[config.mk]
export PLATFORM = sky130hd
export DESIGN_NAME = gpio_input_conditioner
export DESIGN_NICKNAME = d
export VERILOG_FILES = /design/src/rtl/gpio_input_conditioner.sv
export SDC_FILE = /design/constraint.sdc
export NUM_CORES = 2
export LEC_CHECK = 0
export BUFFER_PORTS_ARGS = -buffer_cell sky130_fd_sc_hd__buf_2
export CAP_MARGIN = 15
export CORE_MARGIN = 1
export CORE_UTILIZATION = 62
export DETAILED_ROUTE_END_ITERATION = 8
export PLACE_DENSITY = 0.92
export SLEW_MARGIN = 20
export SYNTH_ARGS = -nofsm -noshare
export SYNTH_HDL_FRONTEND = slang
export SYNTH_HIERARCHICAL = 1
export SYNTH_SLANG_ARGS = --single-unit
[constraint.sdc]
create_clock -name clk -period 3.1 [get_ports clk]
set_clock_uncertainty 0.1 [all_clocks]
set_input_delay 0.62 -clock clk [delete_from_list [all_inputs] [get_ports clk]]
set_output_delay 0.62 -clock clk [all_outputs]
set_load 0.03 [all_outputs]
[src/rtl/gpio_input_conditioner.sv]
// Pin input conditioner: per-bit synchronizer, programmable debounce and edge pulses
// feeding the GPIO core's gpio_io_i. Bits are independent lanes of gpio_ic_bit.

module gpio_ic_bit #(
   parameter int SYNC_STAGES    = 2,
   parameter int DEBOUNCE_WIDTH = 16
) (
   input  logic                      clk,
   input  logic                      rstn,
   input  logic                      pin_i,
   input  logic [DEBOUNCE_WIDTH-1:0] thresh_i,
   input  logic                      bypass_i,
   output logic                      level_o,
   output logic                      rise_o,
   output logic                      fall_o
);
   logic [SYNC_STAGES-1:0]    sync_q;
   logic                      sync;
   logic                      stable_q, stable_d;
   logic                      rise_q, rise_d;
   logic                      fall_q, fall_d;
   logic [DEBOUNCE_WIDTH-1:0] cnt_q, cnt_d;

   // Only the first flop of this chain ever samples the raw pin.
   always_ff @(posedge clk or negedge rstn) begin
      if (!rstn) sync_q <= '0;
      else       sync_q <= {sync_q[SYNC_STAGES-2:0], pin_i};
   end

   assign sync = sync_q[SYNC_STAGES-1];

   // >= rather than == so a threshold lowered mid-count accepts next cycle,
   // and the counter stops at the threshold so it can never wrap.
   always_comb begin
      stable_d = stable_q;
      cnt_d    = '0;
      if (bypass_i) begin
         stable_d = sync;
      end else if (sync != stable_q) begin
         if (cnt_q >= thresh_i) stable_d = sync;
         else                   cnt_d    = cnt_q + DEBOUNCE_WIDTH'(1);
      end
      rise_d = ~stable_q &  stable_d;
      fall_d =  stable_q & ~stable_d;
   end

   always_ff @(posedge clk or negedge rstn) begin
      if (!rstn) begin
         stable_q <= 1'b0;
         cnt_q    <= '0;
         rise_q   <= 1'b0;
         fall_q   <= 1'b0;
      end else begin
         stable_q <= stable_d;
         cnt_q    <= cnt_d;
         rise_q   <= rise_d;
         fall_q   <= fall_d;
      end
   end

   assign level_o = stable_q;
   assign rise_o  = rise_q;
   assign fall_o  = fall_q;
endmodule

module gpio_input_conditioner #(
   parameter int GPIO_WIDTH     = 32,
   parameter int SYNC_STAGES    = 2,
   parameter int DEBOUNCE_WIDTH = 16
) (
   input  logic                      clk,
   input  logic                      rstn,
   input  logic [DEBOUNCE_WIDTH-1:0] debounce_count,
   input  logic                      bypass,
   input  logic [GPIO_WIDTH-1:0]     gpio_pins_i,
   output logic [GPIO_WIDTH-1:0]     gpio_io_o,
   output logic [GPIO_WIDTH-1:0]     rise_o,
   output logic [GPIO_WIDTH-1:0]     fall_o
);
   for (genvar g = 0; g < GPIO_WIDTH; g++) begin : g_bit
      gpio_ic_bit #(
         .SYNC_STAGES   (SYNC_STAGES),
         .DEBOUNCE_WIDTH(DEBOUNCE_WIDTH)
      ) u_bit (
         .clk     (clk),
         .rstn    (rstn),
         .pin_i   (gpio_pins_i[g]),
         .thresh_i(debounce_count),
         .bypass_i(bypass),
         .level_o (gpio_io_o[g]),
         .rise_o  (rise_o[g]),
         .fall_o  (fall_o[g])
      );
   end
endmodule

==> flow_summary.yaml <==
global_route:
  grt_max_degree: 68
  grt_pass1_vias: 36000
  grt_overflow_total: 0
  grt_usage_pct: 31.4
  grt_first_pass_wirelength_mm: 178
  antenna_found_initial: 0
power:
  comb_power_share_pct: 11.9
  ir_drop_uv: 386
  switching_power_mw: 5.75
  switching_share_pct: 26.0
  cellPowerDensity_mw_per_mm2: 457
  pwr-share-clk_pct: 46.5
  power_leakage_nw: 24.2
  p_int_mw: 16.4
  seq_power_share_pct: 41.7
route:
  vias: 34400
  via_per_inst: 6.05
  drc_errors: 0
  wl_met1_mm: 41.0
  drt_iter0_markers: 3033
  drt_pass1_iterations: 6
  antenna_left: 0
  wire_per_inst_um: 19.1
  wl_met2_mm: 51.6
  wl_mm: 108
  top_layer: "met4"
  wl_met3_mm: 8.83
worst_hold_path:
  holdCritPathClass: "in2reg"
  hold_start: "gpio_pins_i[17]"
  hold_depth: 1
floorplan:
  row_count: 95
  die_h_um: 264
  core-area_mm2: 0.0676
  fp.dieW_um: 264
  io_pins: 147
  die-area_mm2: 0.0699
  start_util_pct: 63.1
logic_synthesis:
  yosys.area.top_type_share_pct: 39.4
  postSynthAreaPerCell_um2: 9.59
  synthTopCellsByCount: "672 x dfrtp_1, 663 x nor2_1, 611 x inv_1, 544 x ha_1, 255 x xor2_1"
  synthArstFlopShare_pct: 100
  synthTopCellsByArea: "dfrtp_1 39%, ha_1 16%, nor2_1 5.8%"
  synth_edf_count: 0
  synth_fp_nets: 5044
  yosysTopAreaCell: "dfrtp_1"
  netlist_instances: 4449
  yosysUniqueCellTypes: 35
  yosysMostFrequentCell: "dfrtp_1"
  ys_seq_area_share_pct: 39.4
  synth_ff_type: "dfrtp_1"
  yosys_warnings: 6
  syn_area_mm2: 0.0427
  ys_ff_latch: 672
placement:
  dp_hpwl_mm: 69.8
  io_buffers: 146
  dpl_cell_area_mm2: 0.0452
  dp_cells: 5514
  finalWeightedCongestion: 0.883
setup_path:
  criticalPathCategory: "reg2reg"
  cp.required_ns: 3.51
  critPathLaunch: "g_bit[23].u_bit/cnt_q[0]"
  crit_arrival_ns: 3.06
  reg2reg_depth: 7
  crit_path_start_kind: "register"
  critPathMaxFanout: 6
  cp-end-kind: "register"
  reg2reg_from: "g_bit[23].u_bit/cnt_q[0]"
layout:
  fin_util_pct: 71.6
  multi_input_area_mm2: 0.0230
  area_growth_pct: 13.5
  regArea_mm2: 0.0168
  finalInstanceArea_mm2: 0.0484
  fin_cells: 5689
  nets: 5345
  drive_gt1_share_pct: 10.4
  final.fill_count: 4127
timing:
  hold_viol_final: 0
  slew_viol_final: 0
  fin_crit_sh_pct: 85.7
  max_clock_freq_ghz: 0.376
  slew_headroom_pct: 53.7
  finalSetupTns_ns: 0
  min_period_ns: 2.66
  rsz0062_at_grt: "no"
  setup_viol: 0
  worst_pin_slew_ns: 0.693
clock_tree:
  clk_latency_ns: 0.63
  cts_setup_buffers: 0
  cts_tree: "yes"
  cts_resized: 0
  cts_buffers: 77
  clk_pin_slew_ns: 0.06
  cts-root-buf: "clkbuf_16"
  clockBufferDepth: 3
  cts_sinks: 672
  postCtsHoldBufs: 30
  htree_num_levels: 3
status:
  status: "completed"
job:
  drv_cap: 0
## power by group through the flow
stage	Clock, mW	Combinational (mW)	Sequential, mW
after floorplan	0	1.42	9.48
after global placement	0	2.41	9.35
after detailed placement	0	2.52	9.36
after CTS	10.4	2.61	9.21
after global routing	10.8	2.85	9.24
final	10.3	2.62	9.21
## cells in the final DEF (no fill, tap or decap), types with 8 or more instances in the layout
cell type | netlist | layout
clkinv_2 | 0 | 19
dfrtp_1 | 672 | 672
xnor2_1 | 225 | 225
and4_1 | 64 | 64
o21ai_0 | 64 | 64
nand3_1 | 195 | 195
nand2_1 | 192 | 192
xor2_1 | 255 | 255
nor4b_1 | 31 | 31
ha_1 | 544 | 544
and3_1 | 63 | 63
nand2b_4 | 31 | 31
a2111oi_4 | 32 | 32
o21a_1 | 31 | 31
buf_2 | 31 | 145
clkbuf_8 | 0 | 13
clkbuf_16 | 0 | 81
buf_12 | 0 | 36
bufinv_16 | 0 | 15
a21boi_0 | 31 | 31
a211oi_1 | 31 | 31
a21o_1 | 31 | 31
inv_1 | 611 | 611
nor2_4 | 8 | 8
nor3b_1 | 93 | 93
or4b_1 | 31 | 31
a21oi_1 | 160 | 160
nor3_1 | 66 | 66
mux2_2 | 31 | 31
nand4_1 | 220 | 220
buf_4 | 0 | 73
nor2_1 | 663 | 663
dlygate4sd3_1 | 0 | 30
## state kept, by name, summed over array words and instances (netlist names)
| signal | count |
|---|---|
| g_bit.u_bit/fall_o | 32 |
| g_bit.u_bit/sync_q | 64 |
| g_bit.u_bit/rise_o | 32 |
| g_bit.u_bit/cnt_q | 512 |
| g_bit.u_bit/level_o | 32 |
## worst max-delay path, cell delays in order, from the launching register on
cell and delay [ns]:
dfrtp_1 0.44, inv_1 0.08, ha_1 0.30, nand2b_4 0.16, a2111oi_4 0.33, nor4b_1 0.11
nor3b_1 0.60, mux2_2 0.41
## stage by stage
stage | total power [mW] | setup WS (ns) | hold slack [ns]
floorplan | 10.9 | 0.634 | 0.224
global placement | 11.8 | 0.0541 | 0.232
detailed placement | 11.9 | -0.00472 | 0.235
CTS | 22.2 | 0.463 | 0.00397
global route | 22.8 | 0.324 | 0.0187
finish | 22.1 | 0.444 | 0.0229
## kinds of logic (layout without fill, tap and decap cells)
group	Yosys count	after routing	share of synthesized area, %
AOI/OAI and AO/OA	385	385	6.97
xor gates and xnor gates	480	480	9.85
adders and majority gates	544	544	16.0
buffers and inverters	674	1040	6.58
DFF	672	672	39.4
muxes	32	32	0.845
other	0	1	0
and+or+nand+nor	1662	1662	20.4
## layer usage
| metal | vias to the layer above | track usage (%) |
|---|---|---|
| met2 | 1523 | 52.4 |
| li1 | 15700 | - |
| met3 | 546 | 5.84 |
| met1 | 16600 | 37.5 |
| met4 | 0 | 19.8 |
| met5 | - | 0 |
## path summary, 6_finish.rpt
check                                                 end  slack (ns)
worst max-delay path              g_bit[23].u_bit/level_o        0.44
worst min-delay path            g_bit[17].u_bit/sync_q[0]        0.02
worst max register to register    g_bit[23].u_bit/level_o        0.44
worst min register to register  g_bit[29].u_bit/sync_q[1]        0.25
max in group asynchronous        g_bit[4].u_bit/sync_q[1]        1.45
min in group asynchronous        g_bit[19].u_bit/cnt_q[3]        0.51
## area by class of cell
cell class              instances  area share [%]
flip-flops and latches        672            34.7
clock inverters                47            1.37
inverters                     611            4.74
well taps                     873            2.26
multi-input cells            3103            47.6
diodes                          1         0.00517
repair buffers                285            4.77
clock buffers                  97            4.58
No activity file was read; power rests on OpenSTA's default activity.
